===== config.mk =====
export PLATFORM = sky130hd
export DESIGN_NAME = spike_rate_monitor_flat
export DESIGN_NICKNAME = d
export VERILOG_FILES = /design/src/rtl/spike_rate_monitor_if.sv /design/src/rtl/spike_rate_monitor.sv /design/src/flat_wrapper.sv
export SDC_FILE = /design/constraint.sdc
export NUM_CORES = 1
export LEC_CHECK = 0
export ABC_CLOCK_PERIOD_IN_PS = 4610
export BUFFER_PORTS_ARGS = -buffer_cell sky130_fd_sc_hd__clkbuf_2
export CAP_MARGIN = 30
export CORE_ASPECT_RATIO = 1.75
export CORE_UTILIZATION = 50
export CTS_BUF_LIST = sky130_fd_sc_hd__clkbuf_8
export DETAILED_ROUTE_END_ITERATION = 8
export GPL_ROUTABILITY_DRIVEN = 1
export MAX_ROUTING_LAYER = met4
export PLACE_DENSITY = 0.81
export SLEW_MARGIN = 10
export SYNTH_ARGS = -nofsm -noshare
export SYNTH_HDL_FRONTEND = slang
export SYNTH_SLANG_ARGS = --single-unit

===== constraint.sdc =====
create_clock -name clk -period 4.61 [get_ports clk]
set_clock_uncertainty 0.1 [all_clocks]
set_input_delay 0.2305 -clock clk [delete_from_list [all_inputs] [get_ports clk]]
set_output_delay 0.2305 -clock clk [all_outputs]
set_load 0.005 [all_outputs]

===== src/rtl/spike_rate_monitor_if.sv =====
// Spike monitor bundle: neuron-side controls/spike in, rate and ISI observations out.
// The master drives ena/clear/spike; the slave (the monitor) drives the result fields.
interface spike_rate_monitor_if #(
    parameter int CNT_W = 8,
    parameter int ISI_W = 8
);
    logic             ena;
    logic             clear;
    logic             spike;
    logic             spike_edge;
    logic [CNT_W-1:0] rate;
    logic             rate_valid;
    logic [ISI_W-1:0] isi;
    logic             isi_ovf;
    logic             isi_valid;

    modport master (
        output ena, clear, spike,
        input  spike_edge, rate, rate_valid, isi, isi_ovf, isi_valid
    );

    modport slave (
        input  ena, clear, spike,
        output spike_edge, rate, rate_valid, isi, isi_ovf, isi_valid
    );
endinterface


===== src/rtl/spike_rate_monitor.sv =====
// Spike edge detector with windowed rate counter and inter-spike-interval timer.
// All outputs registered, one cycle after the qualifying edge; no backpressure, ena freezes all timing.
module spike_rate_monitor #(
    parameter int WINDOW_LOG2 = 8,
    parameter int CNT_W       = 8,
    parameter int ISI_W       = 8
) (
    input  logic                clk,
    input  logic                rst_n,
    spike_rate_monitor_if.slave mon
);
    typedef enum logic {IDLE, TIMING} isi_state_e;

    localparam logic [CNT_W-1:0] RATE_MAX = '1;
    localparam logic [ISI_W-1:0] ISI_MAX  = '1;

    logic                   spike_q, spike_d;
    logic                   edge_q, edge_d;
    logic [WINDOW_LOG2-1:0] win_q, win_d;
    logic [CNT_W-1:0]       acc_q, acc_d;
    logic [CNT_W-1:0]       rate_q, rate_d;
    logic                   rate_vld_q, rate_vld_d;
    logic [ISI_W-1:0]       isi_cnt_q, isi_cnt_d;
    logic [ISI_W-1:0]       isi_q, isi_d;
    logic                   isi_ovf_q, isi_ovf_d;
    logic                   isi_vld_q, isi_vld_d;
    isi_state_e             state_q, state_d;

    logic                   edge_c;
    logic                   terminal_c;
    logic [CNT_W-1:0]       acc_sat_c;

    // spike_q samples regardless of ena, so a spike that rose while disabled is never seen as an edge
    assign edge_c     = mon.spike & ~spike_q & mon.ena;
    assign terminal_c = mon.ena & (&win_q);
    assign acc_sat_c  = (edge_c && (acc_q != RATE_MAX)) ? acc_q + CNT_W'(1) : acc_q;

    always_comb begin
        spike_d    = mon.spike;
        edge_d     = edge_c;
        win_d      = win_q;
        acc_d      = acc_q;
        rate_d     = rate_q;
        rate_vld_d = 1'b0;
        isi_cnt_d  = isi_cnt_q;
        isi_d      = isi_q;
        isi_ovf_d  = isi_ovf_q;
        isi_vld_d  = 1'b0;
        state_d    = state_q;

        if (mon.ena) begin
            win_d = win_q + WINDOW_LOG2'(1);
            // an edge on the terminal cycle still belongs to the window being closed
            if (terminal_c) begin
                rate_d     = acc_sat_c;
                acc_d      = '0;
                rate_vld_d = 1'b1;
            end else begin
                acc_d = acc_sat_c;
            end
        end

        case (state_q)
            IDLE: begin
                if (edge_c) begin
                    state_d   = TIMING;
                    isi_cnt_d = ISI_W'(1);
                end
            end
            TIMING: begin
                if (edge_c) begin
                    isi_d     = isi_cnt_q;
                    isi_ovf_d = (isi_cnt_q == ISI_MAX);
                    isi_vld_d = 1'b1;
                    isi_cnt_d = ISI_W'(1);
                end else if (mon.ena && (isi_cnt_q != ISI_MAX)) begin
                    isi_cnt_d = isi_cnt_q + ISI_W'(1);
                end
            end
            default: state_d = IDLE;
        endcase

        if (mon.clear) begin
            spike_d    = 1'b0;
            edge_d     = 1'b0;
            win_d      = '0;
            acc_d      = '0;
            rate_d     = '0;
            rate_vld_d = 1'b0;
            isi_cnt_d  = '0;
            isi_d      = '0;
            isi_ovf_d  = 1'b0;
            isi_vld_d  = 1'b0;
            state_d    = IDLE;
        end
    end

    always_ff @(posedge clk or negedge rst_n) begin
        if (!rst_n) begin
            spike_q    <= 1'b0;
            edge_q     <= 1'b0;
            win_q      <= '0;
            acc_q      <= '0;
            rate_q     <= '0;
            rate_vld_q <= 1'b0;
            isi_cnt_q  <= '0;
            isi_q      <= '0;
            isi_ovf_q  <= 1'b0;
            isi_vld_q  <= 1'b0;
            state_q    <= IDLE;
        end else begin
            spike_q    <= spike_d;
            edge_q     <= edge_d;
            win_q      <= win_d;
            acc_q      <= acc_d;
            rate_q     <= rate_d;
            rate_vld_q <= rate_vld_d;
            isi_cnt_q  <= isi_cnt_d;
            isi_q      <= isi_d;
            isi_ovf_q  <= isi_ovf_d;
            isi_vld_q  <= isi_vld_d;
            state_q    <= state_d;
        end
    end

    assign mon.spike_edge = edge_q;
    assign mon.rate       = rate_q;
    assign mon.rate_valid = rate_vld_q;
    assign mon.isi        = isi_q;
    assign mon.isi_ovf    = isi_ovf_q;
    assign mon.isi_valid  = isi_vld_q;
endmodule


===== src/flat_wrapper.sv =====
// flat-port wrapper written by rule: the top's interface ports become plain ports
module spike_rate_monitor_flat 
#(
    parameter int WINDOW_LOG2 = 8,
    parameter int CNT_W       = 8,
    parameter int ISI_W       = 8
)
  (clk, rst_n, mon_ena, mon_clear, mon_spike, mon_spike_edge, mon_rate, mon_rate_valid, mon_isi, mon_isi_ovf, mon_isi_valid);
  spike_rate_monitor_if #(.CNT_W(CNT_W), .ISI_W(ISI_W)) mon_i ();
  input  logic clk;
  input  logic rst_n;
  input wire logic [$bits(mon_i.ena)-1:0] mon_ena;
  input wire logic [$bits(mon_i.clear)-1:0] mon_clear;
  input wire logic [$bits(mon_i.spike)-1:0] mon_spike;
  output wire logic [$bits(mon_i.spike_edge)-1:0] mon_spike_edge;
  output wire logic [$bits(mon_i.rate)-1:0] mon_rate;
  output wire logic [$bits(mon_i.rate_valid)-1:0] mon_rate_valid;
  output wire logic [$bits(mon_i.isi)-1:0] mon_isi;
  output wire logic [$bits(mon_i.isi_ovf)-1:0] mon_isi_ovf;
  output wire logic [$bits(mon_i.isi_valid)-1:0] mon_isi_valid;
  assign mon_i.ena = mon_ena;
  assign mon_i.clear = mon_clear;
  assign mon_i.spike = mon_spike;
  assign mon_spike_edge = mon_i.spike_edge;
  assign mon_rate = mon_i.rate;
  assign mon_rate_valid = mon_i.rate_valid;
  assign mon_isi = mon_i.isi;
  assign mon_isi_ovf = mon_i.isi_ovf;
  assign mon_isi_valid = mon_i.isi_valid;
  spike_rate_monitor #(.WINDOW_LOG2(WINDOW_LOG2), .CNT_W(CNT_W), .ISI_W(ISI_W)) u_core (.clk(clk), .rst_n(rst_n), .mon(mon_i));
endmodule

==> impl_metrics.csv <==
group,metric,value,unit
sta,timing.hold.ws,119.2,ps
global_route,gr-total-overflow,0,
synthesis,syn_area,2195,sq um
cells_and_area,fillers,373,
routing,finalWirelength,4.519,mm
global_route,grt_use_total,23.22,%
sta,finalSetupViolations,0,
sta,fin_crit_sh,41.20,%
floorplanning,boundaryPins,25,
synthesis,ys_ff_latch,46,
floorplanning,die_w,52.08,um
global_route,antenna_found_initial,0,
sta,tightest_slew,688.2,ps
routing,first_pass_iters,5,
sta,finalSetupTns,0,ps
worst_setup_path,crit_path_end_kind,"flop",
cells_and_area,mostFrequentLayoutCell,"dfrtp_1",
pwr,pwr_density_cell,328.4,nW/um^2
clocking,cts_root_buffer,"clkbuf_8",
synthesis,synth_edf_count,0,
sta,period_needed,1899,ps
synthesis,ys_warn_count,0,
routing,met3_length,133,um
worst_setup_path,worst_ep_required_time,4690,ps
routing,ant_nets,0,
cells_and_area,multi_input_area,974.7,sq um
synthesis,synth_area_per_cell,9.975,sq um
worst_setup_path,reg2reg_slack,2710,ps
sta,rsz0062_at_grt,"no",
routing,num_vias,1700,
synthesis,synthCells,220,
routing,highest_layer,"met4",
sta,finalHoldViolCount,0,
place,dpl.hpwl,3.176,mm
synthesis,synth_fp_nets,228,
pwr,total_power,0.8152,mW
routing,post_drt_wl_per_cell,15.42,um
clocking,cts_buffers,5,
routing,wl_met1,1.747,mm
clocking,htreeDepth,2,
synthesis,synthFlopType,"dfrtp_1",
clocking,cts.sinks,46,
clocking,cts.path.max_buffers,2,
place,portBuffers,24,
floorplanning,die_h,89.64,um
worst_setup_path,worstPathMaxFanout,6,
clocking,clk_latency,300,ps
sta,slew_headroom,54.12,%
synthesis,async_flop_share,100.0,%
sta,drv_slew,0,
cells_and_area,seqCellArea,1151,sq um
floorplanning,fp.dieArea,4668,sq um
routing,post-route-drc-count,0,
cells_and_area,drive_above_1_share,18.85,%
routing,drt-initial-drc-count,38,
global_route,grt_pass1_vias,1750,
cells_and_area,nets,251,
routing,viasPerCell,5.802,
place,gp_congestion,0.8938,
flow_run,maxCapViolCount,0,
status,outcome,"complete, no violations",
sta,fmax,526.5,MHz
worst_setup_path,crit_type,"flop to flop",
synthesis,ys_types,40,
global_route,grt_pass1_wl,7.652,mm
cells_and_area,n_antenna_cell,0,
clocking,cts_tree,"built",
clocking,cts.clk_slew.worst_paths,90,ps
routing,wl_met2,2.413,mm
worst_setup_path,arrival,1980,ps
floorplanning,core-area,4189,sq um
floorplanning,rows,31,
hold_path,hold_class,"input port to flop",
pwr,p_leak,1.134,nW
pwr,ir_worst_vdd,0.2321,mV
floorplanning,initial_core_util,52.39,%
synthesis,ys_seq_area_share,52.45,%
global_route,grt_max_degree,36,
cells_and_area,final_cell_mix,"dfrtp_1 (46), nand2_1 (32), nor2_1 (24), clkbuf_2 (24), a21oi_1 (19)",
clocking,cts_resized,0,
cells_and_area,syn_to_final_growth,13.11,%
worst_setup_path,cp-start-kind,"flop",
## power breakdown
| part | switching (mW) | total (mW) | internal [mW] |
|---|---|---|---|
| Combinational | 0.0285 | 0.0421 | 0.0136 |
| Sequential | 0.00481 | 0.413 | 0.408 |
| Clock | 0.143 | 0.360 | 0.217 |
## synthesized netlist by cell type, drive strengths merged (2+ instances only)
cell,instances,area [sq um]
nand3,8,65.06
a21oi,20,103.9
and2,2,12.51
a211oi,5,42.54
mux2i,3,30.03
o21ai,18,101.4
and4,2,20.02
nand4,7,43.79
dfrtp,46,1151
a31oi,4,25.02
nor2,26,102.6
ha,3,37.54
nand2,32,120.1
xor2,6,52.55
nor3,3,15.01
and3,7,56.30
nand2b,2,12.51
buf,5,40.04
nor2b,6,37.54
clkbuf,5,28.77
or3,3,18.77
## sequential cells by signal, indices dropped and copies added, names as in the netlist
signal	flops
u_core.mon.isi_ovf	1
u_core.mon.isi_valid	1
u_core.isi_cnt_q	8
u_core.mon.rate	8
u_core.mon.isi	8
u_core.win_q	8
u_core.acc_q	8
u_core.mon.spike_edge	1
u_core.spike_q	1
u_core.state_q	1
u_core.mon.rate_valid	1
## critical path: stages, from the launching register on
cell and delay, ps:
dfrtp_1 430, ha_1 260, and4b_1 230, a21oi_2 220, nor2_1 140, o21ai_0 270, o21ai_0 130
## area by class of cell
cell class                 count  area share, %
clock buffer                   5          2.772
clock inverter                 3          2.772
multi-input combinational    164          39.26
sequential                    46          46.37
tap                           49          2.470
timing repair buffer          26          6.351
## per-stage QoR
step           util (%)  cell area [sq um]  setup slack (ps)  instances
6_report          59.26               2482              2711        293
3_3_place_gp      55.08               2307              2739        283
4_1_cts           59.26               2482              2748        293
5_1_grt           59.26               2482              2558        293
3_5_place_dp      55.73               2335              2689        284
2_1_floorplan         -               2195              3027        220
## timing repair
| item | in CTS | in global routing |
|---|---|---|
| setup buffers | 0 | 0 |
| hold endpoints to repair | 23 | 0 |
| hold buffers | 1 | 0 |
## per-layer routing
layer  vias to the layer above  GRT usage (%)
met5                         -              -
met4                         0          15.48
met2                        50          40.09
met1                       813          23.40
met3                        19          3.872
li1                        818              -
## path summary, 6_finish.rpt
| check | from | endpoint | cells after the start |
|---|---|---|---|
| setup / recovery | u_core.isi_cnt_q[0] | u_core.isi_cnt_q[2] | 6 |
| hold / removal | mon_spike | u_core.spike_q | 2 |
| setup reg to reg | u_core.isi_cnt_q[0] | u_core.isi_cnt_q[2] | 6 |
| hold reg to reg | u_core.mon.rate[7] | u_core.mon.rate[7] | 2 |
| max in group asynchronous | rst_n | u_core.isi_cnt_q[0] | 3 |
| min in group asynchronous | rst_n | u_core.mon.rate_valid | 2 |
## kinds of logic (layout without fill, tap and decap cells)
logic type | Yosys count | in the layout | share of synthesized area (%)
AND/OR/NAND/NOR | 101 | 101 | 24.74
AO/OA/AOI/OAI | 49 | 49 | 13.28
flip-flops | 46 | 46 | 52.45
buffers and inverters | 10 | 34 | 3.135
XOR/XNOR | 7 | 7 | 2.794
multiplexers | 4 | 4 | 1.881
adder cells (fa/ha/maj) | 3 | 3 | 1.711
No activity file was read; power rests on OpenSTA's default activity.
